<file path="config.mk">
export PLATFORM = sky130hd
export DESIGN_NAME = mod_n_updown_counter
export DESIGN_NICKNAME = d
export VERILOG_FILES = /design/src/rtl/counter_pkg.sv /design/src/rtl/mod_n_next.sv /design/src/rtl/mod_n_updown_counter.sv
export SDC_FILE = /design/constraint.sdc
export NUM_CORES = 1
export LEC_CHECK = 0
export CAP_MARGIN = 5
export CORE_AREA = 2 2 39 41
export DETAILED_ROUTE_END_ITERATION = 7
export DIE_AREA = 0 0 41 43
export GPL_TIMING_DRIVEN = 0
export SLEW_MARGIN = 5
export SYNTH_ARGS = -nofsm -noshare
export SYNTH_HDL_FRONTEND = slang
export SYNTH_SLANG_ARGS = --single-unit
</file>
<file path="constraint.sdc">
create_clock -name clk -period 3.9 [get_ports clk]
set_clock_uncertainty 0.2 [all_clocks]
set_input_delay 0.585 -clock clk [delete_from_list [all_inputs] [get_ports clk]]
set_output_delay 0.585 -clock clk [all_outputs]
set_load 0.01 [all_outputs]
</file>
<file path="src/rtl/counter_pkg.sv">
// Shared definitions for the counter library: direction encoding and parameter helpers.
// Latency: n/a (package only).
// Backpressure: n/a.
package counter_pkg;

    localparam logic DIR_UP   = 1'b1;
    localparam logic DIR_DOWN = 1'b0;

    // Bits needed to represent the values 0..n-1 (ceil(log2(n))), never less than 1.
    // Counter blocks compare this against their WIDTH to reject a MODULUS that does not fit.
    function automatic int cnt_clog2(input int n);
        int bits;
        bits = 0;
        while ((1 << bits) < n) begin
            bits++;
        end
        return (bits < 1) ? 1 : bits;
    endfunction

endpackage

</file>
<file path="src/rtl/mod_n_next.sv">
// Next value of a modulo-N up/down counter and range-end detection; purely combinational.
// Latency: 0 cycles.
// Backpressure: none; q/up -> q_next/hit every cycle.
//
// Ports:
//   q      current count (0..MODULUS-1)
//   up     direction, 1 = up, 0 = down
//   q_next value after one counting step (wrapped or saturated)
//   hit    q sits on the range end in the current direction
module mod_n_next
    import counter_pkg::*;
#(
    parameter int WIDTH    = 3,
    parameter int MODULUS  = 8,
    parameter int SATURATE = 0
) (
    input  logic [WIDTH-1:0] q,
    input  logic             up,
    output logic [WIDTH-1:0] q_next,
    output logic             hit
);

    // One guard bit so q+1 at MODULUS = 2**WIDTH cannot alias to a small value before the
    // range-end test has been applied.
    localparam logic [WIDTH:0] LAST = (WIDTH + 1)'(MODULUS - 1);
    localparam logic [WIDTH:0] ONE  = (WIDTH + 1)'(1);

    logic [WIDTH:0] q_ext;
    logic [WIDTH:0] sum;
    logic           sum_msb_unused;

    assign q_ext = {1'b0, q};

    always_comb begin
        sum = q_ext;
        hit = 1'b0;
        if (up == DIR_UP) begin
            if (q_ext == LAST) begin
                hit = 1'b1;
                sum = (SATURATE != 0) ? q_ext : '0;
            end else begin
                sum = q_ext + ONE;
            end
        end else begin
            if (q_ext == '0) begin
                hit = 1'b1;
                sum = (SATURATE != 0) ? q_ext : LAST;
            end else begin
                sum = q_ext - ONE;
            end
        end
    end

    // sum never exceeds LAST, so the guard bit is always zero here.
    assign q_next         = sum[WIDTH-1:0];
    assign sum_msb_unused = sum[WIDTH];

endmodule

</file>
<file path="src/rtl/mod_n_updown_counter.sv">
// Modulo-N up/down counter with clear, parallel load, wrap/saturate and cascade output.
// Latency: q, wrap, load_err update 1 cycle after the inputs; tc is combinational from en/up/q.
// Backpressure: none; en gates counting, cascade by driving the next stage's en from tc.
//
// Ports:
//   clk, rst_n   clock, asynchronous active-low reset
//   en, up       count enable, direction (1 = up)
//   clr          synchronous clear (highest priority)
//   load, d      synchronous parallel load; d >= MODULUS loads MODULUS-1 and flags load_err
//   q            registered count
//   tc           terminal count: en and q on the range end in the current direction
//   wrap         pulse: the previous cycle counted while on a range end
//   load_err     pulse: the previous cycle loaded an out-of-range d
module mod_n_updown_counter
    import counter_pkg::*;
#(
    parameter int WIDTH    = 3,
    parameter int MODULUS  = 8,
    parameter int SATURATE = 0
) (
    input  logic             clk,
    input  logic             rst_n,
    input  logic             en,
    input  logic             up,
    input  logic             clr,
    input  logic             load,
    input  logic [WIDTH-1:0] d,
    output logic [WIDTH-1:0] q,
    output logic             tc,
    output logic             wrap,
    output logic             load_err
);

    if (WIDTH < 1 || MODULUS < 2 || cnt_clog2(MODULUS) > WIDTH) begin : g_bad_params
        $error("mod_n_updown_counter: need WIDTH >= 1 and 2 <= MODULUS <= 2**WIDTH");
    end

    localparam logic [WIDTH-1:0] LAST    = WIDTH'(MODULUS - 1);
    localparam logic [WIDTH:0]   MOD_EXT = (WIDTH + 1)'(MODULUS);

    logic [WIDTH-1:0] q_next;
    logic             hit;
    logic             d_over;

    mod_n_next #(
        .WIDTH    (WIDTH),
        .MODULUS  (MODULUS),
        .SATURATE (SATURATE)
    ) u_next (
        .q      (q),
        .up     (up),
        .q_next (q_next),
        .hit    (hit)
    );

    // hit depends only on q and up, so tc has no path from d, load or clr.
    assign tc = en & hit;

    // Widened compare: with MODULUS = 2**WIDTH no d is out of range.
    assign d_over = ({1'b0, d} >= MOD_EXT);

    always_ff @(posedge clk or negedge rst_n) begin
        if (!rst_n) begin
            q        <= '0;
            wrap     <= 1'b0;
            load_err <= 1'b0;
        end else if (clr) begin
            q        <= '0;
            wrap     <= 1'b0;
            load_err <= 1'b0;
        end else if (load) begin
            // Clamp keeps q inside 0..MODULUS-1 whatever is presented on d.
            q        <= d_over ? LAST : d;
            wrap     <= 1'b0;
            load_err <= d_over;
        end else if (en) begin
            q        <= q_next;
            wrap     <= hit;
            load_err <= 1'b0;
        end else begin
            wrap     <= 1'b0;
            load_err <= 1'b0;
        end
    end

endmodule
</file>
=== Word-level counts from Yosys, hierarchy flattened ===
Index checks and enable logic that the tools add are counted.
W data, S select, Z words.

* Bits in registers: 4
* Input port bits: 9
* Output and inout port bits: 6
* Logic and storage cells: 20

* Add/sub/neg operators: 2
* Equality and inequality tests: 1
* Multiplexer cells: 12
* Bitwise gates (word level): 1
* Reductions and logical operators: 2

{| class="wikitable"
|+ Operator list
! operator !! number
|-
| $mux W3 || 6
|-
| $mux W1 || 6
|-
| $logic_not A4 Y1 || 1
|-
| $add A3 B1 Y3 const B || 1
|-
| $eq A3 B3 Y1 const B || 1
|-
| $reduce_bool A3 Y1 || 1
|-
| $sub A3 B1 Y3 const B || 1
|-
| $and A1 B1 Y1 || 1
|}

=== Depth between registers and ports, before layout ===
Gate-level depths: netlist (run 1).

* Depth after elaboration: 6
* Gate-level depth with buffers: 5
* Gate-level depth less buffers: 5

=== By module ===
A second synthesis (run 1) with hierarchy kept.

* Cell total of the unflattened synthesis: 33
* Area, all modules: 305.3 um^2

{| class="wikitable"
|+ Modules (own cells, without submodules)
! module !! times used !! cells an instance !! area an instance (um^2) !! seq. area each (um^2)
|-
| mod_n_updown_counter || 1 || 18 || 201.4 || 100.1
|-
| mod_n_next || 1 || 15 || 103.8 || 0.0
|}

=== Least setup slack after synthesis (run 1) ===
OpenSTA, ideal clock, no wires.

* Path type: reg2out
* From: reg q[0]
* To: out tc
* Data arrival time: 1.096 ns
* Data required time: 3.115 ns
* Slack: 2.019 ns
* Cell stages (with the launch flop): 5
* Path buffers: 0
* Cell sequence: dfrtp_1 > ha_1 > ha_1 > a22oi_1 > nor2b_1

* Longest elaborated chain between the ends: 4
* Elaborated cells between the ends (all ways): 6

{| class="wikitable"
|+ Ends and longest elaborated chain
! element !! RTL line !! source
|-
| start, declared || mod_n_updown_counter.sv:28 || <nowiki>output logic [WIDTH-1:0] q,</nowiki>
|-
| start signal, assigned || mod_n_updown_counter.sv:73 || <nowiki>q <= d_over ? LAST : d;</nowiki>
|-
| start signal, assigned || mod_n_updown_counter.sv:77 || <nowiki>q <= q_next;</nowiki>
|-
| $eq A3 B3 Y1 / $logic_not A4 Y1 (equally long branches) || mod_n_next.sv:38, mod_n_next.sv:45 ||
|-
| $mux W1, on equally long branches || mod_n_next.sv:38, mod_n_next.sv:45 ||
|-
| $mux W1 * || mod_n_next.sv:37 || <nowiki>if (up == DIR_UP) begin</nowiki>
|-
| $and A1 B1 Y1 * || mod_n_updown_counter.sv:57 || <nowiki>assign tc = en & hit;</nowiki>
|-
| end, declared || mod_n_updown_counter.sv:29 || <nowiki>output logic tc,</nowiki>
|}

Mark *: on every way between the ends. The rest lies on a longest branch, timed or not.

=== Worst setup path in the final report (run 1) ===
* From: in up
* To: out tc

* Longest elaborated chain between the ends: 2

{| class="wikitable"
|+ Ends and longest elaborated chain
! element !! RTL line !! source
|-
| start, declared || mod_n_updown_counter.sv:24 || <nowiki>input logic up,</nowiki>
|-
| $mux W1 || mod_n_next.sv:37 ||
|-
| $and A1 B1 Y1 || mod_n_updown_counter.sv:57 ||
|}

Every way passes these cells.

==> qor.yml, run 1 <==
r2r_cells: 5
n_antenna_cell: 0
root_buffer: "clkbuf_4"
syn_area_per_cell_um2: 9.48
critPathSlowestCell: "clkdlybuf4s50_1"
area_growth_syn_to_layout_pct: 52.0
cp_data_required_time_ps: 3120
layout_common_cells: "12 x clkdlybuf4s50_1, 4 x inv_1, 4 x ha_1, 4 x dfrtp_1"
crit_top_cell: "clkdlybuf4s50_1"
critPathLaunchType: "primary input"
timing.rr.end: "q[2]"
syn_nets: 46
busiest_layer: "met2"
cts_tree: "built"
grt_pass1_wl_mm: 1.08
fp.dieH_um: 43
clockBufferDepth: 2
leakagePower_nw: 0.218
num-nets-final: 63
ctsHoldBuffers: 0
gp_congestion: 0.682
port_buffers: 12
drive_above_1_share_pct: 14.6
post_cts_resized: 0
synth-seq-cells: 4
fin_crit_sh_pct: 72.4
fin_cells: 64
timing_max_transition_violations_final: 0
wl_per_cell_um: 9.22
rrSetupSlack_ps: 2190
clock_sinks: 4
dieArea_um2: 1760
met3_usage_pct: 3.14
setup-tns-final_ps: 0
grt_usage_pct: 9.27
clock_latency_ps: 230
pwr_density_cell_nw_per_um2: 291
fmax_mhz: 354
routed_wl_um: 590
maxCapViolations: 0
grt_pass1_vias: 295
cp-end-kind: "primary output"
crit_path_max_incr_delay_ps: 580
ant_nets: 0
cp_top_family: "buffers and inverters"
place_inst: 61
hp-class: "in -> async"
dr.pass1.iters: 2
peakVddDrop_v: 0.000149
hold_violations: 0
htreeDepth: 1
crit_fanout: 5
final_common_cell: "clkdlybuf4s50_1"
num_io_pins: 15
synth_cell_types: 19
synth_area_um2: 313
ys_seq_area_share_pct: 32.0
via_count: 281
finalSetupViolCount: 0
drtIter0Drc: 2
rows: 14
cts_made_buffers: 3
path_cells: "clkdlybuf4s50_1 -> nor2_1 -> a22oi_1 -> nor2b_1 -> clkdlybuf4s50_1"
met1_usage_pct: 8.79
min_period_ps: 2820
use_met2_pct: 14.7
cp_num_buf_inv: 2
grt_setup_unrepaired: "no"
drc: 0
antenna_found_initial: 0
preCtsSetupSlack_ps: 1080
start_util_pct: 22.6
avgViaCountPerCell: 4.39
critPathKind: "in -> out"
grt_remaining_overflow: 0
post_cts_buffers: 0
fin_ws_ps: 1080
clkSlewWorstSetupHoldPaths_ps: 40
core_um2: 1380
synth_warnings: 0
syn_inst: 33
reg2reg_from: "q[0]"
cp.arrival_ps: 2040
grt_max_degree: 8
die_w_um: 41
status: "complete, no violations"
==> per-stage QoR <==
step,hold slack [ps],utilization (%),area (um^2),power (W)
floorplan,89.4,-,313,0.0000691
global placement,481,32.7,453,0.0000887
detailed placement,492,32.7,453,0.0000893
CTS,343,34.4,475,0.000143
global route,353,34.4,475,0.000151
finish,347,34.4,475,0.000138
==> registers in the layout (all words and copies together) (netlist names) <==
signal  cells
q           3
wrap        1
==> cells in the mapped netlist <==
master	count	area [um^2]
a221oi_2	1	15.0
buf_4	1	7.51
nor2b_1	1	6.26
conb_1	1	3.75
o21a_1	1	7.51
nor4b_1	1	8.76
inv_1	4	15.0
ha_1	4	50.1
nor2_1	3	11.3
mux2i_1	1	10.0
or3_1	1	6.26
nand2b_1	1	6.26
clkbuf_2	1	5.00
nor3_1	1	5.00
xor2_1	2	17.5
a22oi_1	1	7.51
dfrtp_1	4	100
a2111oi_2	1	15.0
a21oi_1	3	15.0
==> power by group <==
group	total, W	internal (W)	switching [W]
Sequential	0.0000479	0.0000446	0.00000333
Clock	0.0000505	0.0000344	0.0000161
Combinational	0.0000400	0.0000227	0.0000173
Total	0.000138	0.000102	0.0000367
==> routing by layer <==
metal | routed length (um) | part of all wire, %
met5 | 0 | 0
met4 | 18 | 3.1
met3 | 28 | 4.7
met2 | 303 | 51
met1 | 240 | 41
==> cells by family after synthesis <==
| kind of cell | Yosys count | synth area share, % |
|---|---|---|
| flip-flops | 4 | 32.0 |
| XOR/XNOR | 2 | 5.60 |
| AO/OA/AOI/OAI | 7 | 19.2 |
| AND/OR/NAND/NOR | 8 | 14.0 |
| buffers and inverters | 6 | 8.80 |
| other | 1 | 1.20 |
| adder cells (fa/ha/maj) | 4 | 16.0 |
| multiplexers | 1 | 3.20 |
==> layout make-up <==
class,instances,area [um^2]
Buffer,2,12.5
Clock buffer,3,22.5
Fill cell,156,908
Inverter,4,15.0
Multi-Input combinational cell,23,185
Sequential cell,4,100
Tap cell,16,20.0
Timing Repair Buffer,12,120
==> worst max path at each step <==
| stage | end | from | slack, ps | depth (start not counted) |
|---|---|---|---|---|
| floorplan | tc | q[0] | 2020 | 4 |
| global placement | tc | up | 1070 | 5 |
| detailed placement | tc | up | 1080 | 5 |
| CTS | tc | up | 1070 | 5 |
| global route | tc | up | 1000 | 5 |
| finish | tc | up | 1080 | 5 |
No activity file was read; power rests on OpenSTA's default activity.
==> run 2: changes to the inputs <==
- clock period: 3.9 -> 2.9 ns (I/O delays scaled with it)
==> results of run 2 <==
The final DEF is identical to that of run 1. Status: complete, no violations.
Main changes from that run: setup slack after placement 1080 ps -> 376 ps; setup slack after layout 1080 ps -> 377 ps; hold slack 347 ps -> 197 ps; register-to-register setup slack 2190 ps -> 1190 ps; total power 0.000138 W -> 0.000186 W; worst IR drop on VDD 0.000149 V -> 0.000201 V
